File: config.mk
export PLATFORM = sky130hd
export DESIGN_NAME = sd_init_seq
export DESIGN_NICKNAME = d
export VERILOG_FILES = /design/src/rtl/sd_init_seq.sv
export SDC_FILE = /design/constraint.sdc
export NUM_CORES = 1
export LEC_CHECK = 0
export ABC_CLOCK_PERIOD_IN_PS = 4040
export CAP_MARGIN = 30
export CELL_PAD_IN_SITES_DETAIL_PLACEMENT = 0
export CELL_PAD_IN_SITES_GLOBAL_PLACEMENT = 1
export CORE_UTILIZATION = 36
export DETAILED_ROUTE_END_ITERATION = 7
export GPL_TIMING_DRIVEN = 0
export PLACE_DENSITY_LB_ADDON = 0.15
export SLEW_MARGIN = 20
export SYNTH_ARGS = -nofsm -noshare
export SYNTH_HDL_FRONTEND = slang
export SYNTH_SLANG_ARGS = --single-unit
File: constraint.sdc
create_clock -name clk -period 4.04 [get_ports clk]
set_input_delay 0.808 -clock clk [delete_from_list [all_inputs] [get_ports clk]]
set_output_delay 0.808 -clock clk [all_outputs]
set_load 0.05 [all_outputs]
File: src/rtl/sd_init_seq.sv
// sd_init_seq: SD card identification sequencer (CMD0/8/55/41/2/3/7/16) driving a single command controller
module sd_init_seq #(
  parameter logic [15:0] SLOW_CLKDIV    = 16'd48,
  parameter logic [15:0] FAST_CLKDIV    = 16'd1,
  parameter logic [15:0] INIT_PRECYCLES = 16'd80,
  parameter logic [15:0] GAP_PRECYCLES  = 16'd8,
  parameter logic [15:0] ACMD41_RETRIES = 16'd1000
) (
  input  logic        clk,
  input  logic        rst_n,
  input  logic        init_start,
  output logic        init_busy,
  output logic        card_ready,
  output logic        init_error,
  output logic [3:0]  err_code,
  output logic        card_sdhc,
  output logic [15:0] card_rca,
  output logic        cmd_start,
  output logic [15:0] cmd_precycles,
  output logic [15:0] cmd_clkdiv,
  output logic [5:0]  cmd_idx,
  output logic [31:0] cmd_arg,
  input  logic [31:0] cmd_resparg,
  input  logic        cmd_busy,
  input  logic        cmd_done,
  input  logic        cmd_timeout,
  input  logic        cmd_syntaxerr
);
  typedef enum logic [2:0] {S_IDLE, S_READY, S_ERROR, S_ISSUE, S_WAIT} state_t;
  typedef enum logic [2:0] {C0, C8, C55, A41, C2, C3, C7, C16} step_t;
  localparam logic [15:0] RETRY_LOAD = (ACMD41_RETRIES == 16'd0) ? 16'd1 : ACMD41_RETRIES;
  state_t      r_state, w_state;
  step_t       r_step, w_step;
  logic        r_hcs, w_hcs, r_sdhc, w_sdhc, r_ready, w_ready, r_error, w_error, r_start, w_start;
  logic [3:0]  r_err_code, w_err_code, w_fail;
  logic [15:0] r_rca, w_rca, r_clkdiv, w_clkdiv, r_cnt, w_cnt, r_pre, w_pre;
  logic [5:0]  r_idx, w_idx;
  logic [31:0] r_arg, w_arg;
  logic        w_to_se, w_unused;
  assign w_to_se  = cmd_timeout | cmd_syntaxerr;
  assign w_unused = ^cmd_resparg[15:12];
  always_comb begin
    w_state    = r_state;
    w_step     = r_step;
    w_hcs      = r_hcs;
    w_sdhc     = r_sdhc;
    w_rca      = r_rca;
    w_clkdiv   = r_clkdiv;
    w_cnt      = r_cnt;
    w_ready    = r_ready;
    w_error    = r_error;
    w_err_code = r_err_code;
    w_start    = 1'b0;
    w_fail     = 4'd0;
    case (r_state)
      S_IDLE, S_READY, S_ERROR: if (init_start) begin
        w_state    = S_ISSUE;
        w_step     = C0;
        w_hcs      = 1'b0;
        w_sdhc     = 1'b0;
        w_rca      = 16'd0;
        w_clkdiv   = SLOW_CLKDIV;
        w_cnt      = RETRY_LOAD;
        w_ready    = 1'b0;
        w_error    = 1'b0;
        w_err_code = 4'd0;
      end
      S_ISSUE: if (!cmd_busy) begin
        w_start = 1'b1;
        w_state = S_WAIT;
      end
      S_WAIT: if (cmd_done) begin
        w_state = S_ISSUE;
        case (r_step)
          C0:  w_step = C8;
          C8:  if (cmd_timeout) begin
                 w_hcs  = 1'b0;
                 w_step = C55;
               end else if (cmd_syntaxerr || cmd_resparg[11:0] != 12'h1AA) w_fail = 4'd2;
               else begin
                 w_hcs  = 1'b1;
                 w_step = C55;
               end
          C55: if (w_to_se) w_fail = 4'd3; else w_step = A41;
          A41: if (cmd_timeout) w_fail = 4'd4;
               else if (cmd_resparg[31]) begin
                 w_sdhc = cmd_resparg[30];
                 w_step = C2;
               end else begin
                 w_cnt = (r_cnt == 16'd0) ? 16'd0 : r_cnt - 16'd1;
                 if (w_cnt == 16'd0) w_fail = 4'd5; else w_step = C55;
               end
          C2:  if (cmd_timeout) w_fail = 4'd6; else w_step = C3;
          C3:  if (w_to_se) w_fail = 4'd7;
               else begin
                 w_rca    = cmd_resparg[31:16];
                 w_clkdiv = FAST_CLKDIV;
                 w_step   = C7;
               end
          C7:  if (w_to_se) w_fail = 4'd8; else w_step = C16;
          C16: if (w_to_se) w_fail = 4'd9;
               else begin
                 w_state = S_READY;
                 w_ready = 1'b1;
               end
        endcase
        if (w_fail != 4'd0) begin
          w_state    = S_ERROR;
          w_error    = 1'b1;
          w_err_code = w_fail;
        end
      end
      default: w_state = S_IDLE;
    endcase
  end
  always_comb begin
    w_idx = 6'd0;
    w_arg = 32'd0;
    case (w_step)
      C8:      begin w_idx = 6'd8;  w_arg = 32'h0000_01AA; end
      C55:     w_idx = 6'd55;
      A41:     begin w_idx = 6'd41; w_arg = w_hcs ? 32'h40FF_8000 : 32'h00FF_8000; end
      C2:      w_idx = 6'd2;
      C3:      w_idx = 6'd3;
      C7:      begin w_idx = 6'd7;  w_arg = {w_rca, 16'h0000}; end
      C16:     begin w_idx = 6'd16; w_arg = 32'h0000_0200; end
      default: ;
    endcase
    w_pre = (w_step == C0) ? INIT_PRECYCLES : GAP_PRECYCLES;
  end
  always_ff @(posedge clk) begin
    if (!rst_n) begin
      r_state    <= S_IDLE;
      r_step     <= C0;
      r_hcs      <= 1'b0;
      r_sdhc     <= 1'b0;
      r_rca      <= 16'd0;
      r_clkdiv   <= SLOW_CLKDIV;
      r_cnt      <= 16'd0;
      r_ready    <= 1'b0;
      r_error    <= 1'b0;
      r_err_code <= 4'd0;
      r_start    <= 1'b0;
      r_idx      <= 6'd0;
      r_arg      <= 32'd0;
      r_pre      <= 16'd0;
    end else begin
      r_state    <= w_state;
      r_step     <= w_step;
      r_hcs      <= w_hcs;
      r_sdhc     <= w_sdhc;
      r_rca      <= w_rca;
      r_clkdiv   <= w_clkdiv;
      r_cnt      <= w_cnt;
      r_ready    <= w_ready;
      r_error    <= w_error;
      r_err_code <= w_err_code;
      r_start    <= w_start;
      if (w_state == S_ISSUE) begin
        r_idx <= w_idx;
        r_arg <= w_arg;
        r_pre <= w_pre;
      end
    end
  end
  assign init_busy     = (r_state == S_ISSUE) || (r_state == S_WAIT);
  assign card_ready    = r_ready;
  assign init_error    = r_error;
  assign err_code      = r_err_code;
  assign card_sdhc     = r_sdhc;
  assign card_rca      = r_rca;
  assign cmd_start     = r_start;
  assign cmd_precycles = r_pre;
  assign cmd_clkdiv    = r_clkdiv;
  assign cmd_idx       = r_idx;
  assign cmd_arg       = r_arg;
endmodule

After elaboration in Yosys (flattened, before gate mapping):

Cells that the tools add are included.

* bits in registers: 117
* input bits: 39
* output and inout port bits: 95

* $add $sub $neg: 1
* eq/ne operators: 30
* muxes and demuxes: 78
* bitwise operators: 1
* reduce and logical (&&, ||, !) cells: 16

Operators by type and width (count)
* 16-bit 2-to-1 mux: 14
* 32-bit case mux with 4 select lines: 1
* 16-bit case mux with 2 select lines: 3
* 3-bit 2-to-1 mux: 20
* 6-bit case mux with 7 select lines: 1
* 16-bit zero test: 2
* 31-bit 2-to-1 mux: 1
* 4-bit 2-to-1 mux: 7
* 4-bit case mux with 7 select lines: 1
* 3-bit equality test, second input constant: 9
* 3-bit by 2-bit equality test with 1-bit output, second input constant: 7
* 3-bit case mux with 7 select lines: 1
* 1-bit 2-to-1 mux: 16
* 16-bit by 1-bit subtractor with 16-bit output, second input constant: 1
* 2-bit != test, second input constant: 7
* 12-bit by 9-bit != test with 1-bit output, second input constant: 1
* 6-bit AND reduction: 2
* 2-bit 2-to-1 mux: 5
* 5-bit AND reduction: 2
* 3-bit by 1-bit equality test with 1-bit output, second input constant: 3
* 3-bit zero test: 3
* 3-bit case mux with 3 select lines: 1
* 1-bit case mux with 2 select lines: 4
* 4-bit case mux with 2 select lines: 1
* other kinds (10): 13

Logic depth before layout (Yosys ltp):

* word-level depth: 14
* mapped depth: 12
* mapped depth without buffers: 10

Worst setup path before layout:

Ideal clock, no wire load.

* path kind: input-to-reg
* start point: input cmd_resparg[6]
* end point: register r_pre[3] (netlist: cmd_precycles[3])
* setup time: 116 ps
* arrival time: 2867 ps
* required time: 3924 ps
* path slack: 1057 ps
* cell stages on the path: 9
* buffers on the path: 1
* cells stage by stage: nor4b_1 and4_1 nor3_1 a31oi_1 a31oi_1 and2_4 buf_6 or4_4 o211a_1

* word-level cells in the longest chain between the ends: 12
* elaborated cells on any way between the ends: 19
* classes of those cells: 2 x eq/ne; 14 x mux; 3 x reduce/logical

RTL lines
* start: declaration: line 23 `input logic [31:0] cmd_resparg,`
* 12-bit by 9-bit != test with 1-bit output *: line 79 `end else if (cmd_syntaxerr || cmd_resparg[11:0] != 12'h1AA) w_fail = 4'd2;`
* 1-bit logical OR *: line 79
* 2-bit 2-to-1 mux: line 79
* 2-bit 2-to-1 mux: line 76 `C8: if (cmd_timeout) begin`
* 4-bit case mux with 7 select lines: line 74 `case (r_step)`
* 4-bit 2-to-1 mux: line 72 `S_WAIT: if (cmd_done) begin`
* 4-bit 2-to-1 mux: line 55 `case (r_state)`
* 4-bit nonzero test: line 107 `if (w_fail != 4'd0) begin`
* 3-bit 2-to-1 mux: line 107
* 3-bit 2-to-1 mux: line 72
* 3-bit case mux with 3 select lines: line 55
* 3-bit by 2-bit equality test with 1-bit output: line 159 `if (w_state == S_ISSUE) begin`
* end signal: assignment: line 162 `r_pre <= w_pre;`
* end: declaration: line 36 `logic [15:0] r_rca, w_rca, r_clkdiv, w_clkdiv, r_cnt, w_cnt, r_pre, w_pre;`

Every way passes the cells marked *; elsewhere a longest branch is shown, timed or not. The select of a mux whose other input is x is not followed.
A chain may end at the register's enable or synchronous reset.

Worst setup path after layout:

* start point: input cmd_done
* end point: register r_pre[3] (netlist: cmd_precycles[3])

* word-level cells in the longest chain between the ends: 4
* elaborated cells on any way between the ends: 7
* classes of those cells: 1 x eq/ne; 5 x mux; 1 x reduce/logical

RTL lines
* start: declaration: line 25 `input logic cmd_done,`
* 3-bit 2-to-1 mux: line 72
* 3-bit case mux with 2 select lines: line 55
* 3-bit zero test: line 129 `w_pre = (w_step == C0) ? INIT_PRECYCLES : GAP_PRECYCLES;`
* 7-bit 2-to-1 mux: line 129

Parallel ways exist; a longest one is shown, timed or not.

==> metrics.md <==
| Metric | Value |
|---|---|
| Status | complete, no violations |
| Hold Fails Final Rpt | 0 |
| Critical Path Sink Type | flip-flop |
| RD Place Congestion | 0.8690 |
| # Post-CTS Setup Buffers | 0 |
| Switching portion of total power | 29.61% |
| # diodes | 0 |
| Top_reg_cell synth | dfxtp_1 |
| Post-route ant nets | 0 |
| Row count | 39 |
| Total Nets Final | 702 |
| CTS clk-pin slew, worst paths | 0.06 ns |
| First DRT Iteration DRCs | 165 |
| EDFF count, synth | 0 |
| Initial Utilization | between 30% and 40% |
| Leak pwr | 2.209 nW |
| Met2 GRT Util | 33.85% |
| CTS max path bufs | 2 |
| Drt pass-1 iters | 5 |
| Die area | 12180 um2 |
| Die Ht | between 100 and 150 um |
| GRT met1 Usage | ~25% |
| Utilization after layout | 50.41% |
| Ports | 134 |
| Clk pwr share | between 40% and 50% |
| Total global-route track usage | about a fifth |
| Unrepaired setup endpoints after global routing | no |
| Drt wl/cell | 15.25 um |
| Die X-Extent | 110.4 um |
| Synth warn | 0 |
| Setup ws final | 0.4835 ns |
| Most frequent cells in the layout | clkdlybuf4s50_1, dfxtp_1, nand2_1 |
| Post-Route Skew | 0.008763 ns |
| H-tree levels | 3 |
| Total power | 1.943 mW |
| WP data arrival | 3.78 ns |
| Slew HR | between 40% and 50% |
| Place WS | 0.1544 ns |
| Worst-Margin Slew | 0.8760 ns |
| Reg power frac | between 40% and 50% |
| Met3 Use GR | under 10% |
| FFs w/ async S/R, synth | 0% |
| First-pass GRT wire length | between 15000 and 20000 um |
| Pins Over Slew Limit | 0 |
| Setup total negative slack | 0 ns |
| # DRC | 0 |
| Placed cells | just under 800 |
| CP Class | input port to flip-flop |
| Root Driver | clkbuf_16 |
| Grt ovf | 0 |
| Switching power | about 0.58 mW |
| Drt total wl | 12350 um |
| Vias per cell | 5.106 |
| Grt peak-use layer | met2 |
| Clock Sinks | 76 |
| MaxCap Viol Count | 0 |
| Vias in the first global route | 3786 |
| # setup viols final | 0 |
| Initial antenna violation count | 0 |
| Syn avg cell area | 8.071 um2 |
| Period utilisation layout | ~88% |
| Core area | 11420 um2 |
| Fin cells | a little over 800 |
| Placement Cell Area | 5466 um2 |
| TritonCTS clock tree | yes |
| Most common cell after layout, fill and taps aside | clkdlybuf4s50_1 |
| DP HPWL | 9223 um |
| Maximum VDD drop | approximately 0.19 mV |
| Post-layout min period | 3.556 ns |
| Post-CTS resize count | 0 |
| Final Cell Area | 5756 um2 |
| Worst skew pair latency | about 0.34 ns |
| Internal power | 1.368 mW |
| Largest net degree at the start of global routing | 13 |
| Post-CTS Hold Buffers | 0 |
| Seq/Total Area, Yosys | 35.98% |
| Setup crit start kind | input port |
| Seq cells post-synth | 76 |
| Hold_ws | about 0.46 ns |
| Synthesized instance count | 524 |
| Hold crit path type | flip-flop to flip-flop |
| CP Data Required Time | 4.26 ns |
| # fillers | around 1100 |
| Crit-path max FO | 10 |
| Combinational power share | 19.5% |
| Vias | 4136 |
| Synth cell types | 65 |
| Max Fclk | 281.2 MHz |
| Share of cells above drive strength 1 | about 13% |
| Power Density | 337.6 nW/um2 |
| Port buffer count | 93 |
| CTS Buf Count | 9 |
| Area Overhead vs Synth | 36.09% |
| Mapped cell area | 4229 um2 |
==> cells by family (layout without fill, tap and decap cells) <==
logic type | Yosys count | in the layout | synth area share [%]
muxes | 3 | 3 | 0.7101
xor gates and xnor gates | 4 | 4 | 0.8286
buffers and inverters | 78 | 187 | 11.36
and+or+nand+nor | 212 | 212 | 28.37
AOI/OAI and AO/OA | 149 | 149 | 22.37
other | 1 | 35 | 0.08867
DFF | 76 | 76 | 35.98
adders and majority gates | 1 | 1 | 0.2958
==> state kept, by name, summed over array words and instances, names as in the netlist <==
signal / cells
card_rca: 16
card_ready: 1
card_sdhc: 1
cmd_arg: 19
cmd_clkdiv: 2
cmd_idx: 6
cmd_precycles: 2
cmd_start: 1
err_code: 4
init_error: 1
r_cnt: 16
r_hcs: 1
r_state: 3
r_step: 3
==> synth_stat cells (all sizes together), types with 10 or more instances <==
library cell,count,area (um2)
nor2b,11,68.82
o21ai,35,175.2
clkbuf,18,67.56
nand2,54,202.7
dfxtp,76,1521
o2bb2ai,10,87.58
and2,23,146.4
a21oi,50,257.8
nand3,24,120.1
nor2,30,112.6
a21boi,18,138.9
buf,53,386.6
==> final timing paths <==
kind | startpoint | endpoint | slack, ns | cells past startpoint
min reg2reg | err_code[2] | err_code[2] | 0.46 | 1
min | err_code[2] | err_code[2] | 0.46 | 1
max | cmd_done | cmd_precycles[3] | 0.48 | 9
max reg2reg | r_cnt[0] | r_cnt[14] | 0.80 | 12
==> metal layers <==
layer | vias up | wire, um
met3 | 12 | 811
met1 | 1904 | 5503
met4 | 0 | 160
met5 | - | 0
li1 | 2098 | -
met2 | 122 | 5877
==> final cells by class <==
type | count | area [um2] | share of cell area, %
clock buffer | 12 | 266.5 | 4.630
multi-input combinational | 404 | 2355 | 40.91
clock inverter | 4 | 22.52 | 0.3913
tap | 143 | 178.9 | 3.109
timing repair buffer | 93 | 930.9 | 16.17
sequential | 76 | 1521 | 26.43
inverter | 7 | 26.28 | 0.4565
buffer | 71 | 454.2 | 7.891
==> power by group through the flow <==
stage	registers [mW]	logic (mW)	clock network, mW
after CTS	0.786	0.378	0.798
after detailed placement	0.803	0.377	0
after floorplan	0.840	0.232	0
final	0.786	0.379	0.778
after global routing	0.788	0.406	0.830
after global placement	0.802	0.376	0
==> critical path, cell delays in order <==
cell and delay [ns]:
clkdlybuf4s50_1 0.64, and4bb_2 0.30, nand3_1 0.35, and3_1 0.34, a21oi_1 0.18, o21a_1 0.32
nand3_1 0.19, or4_4 0.50, o211a_1 0.14
(Power assumes the default switching activity.)
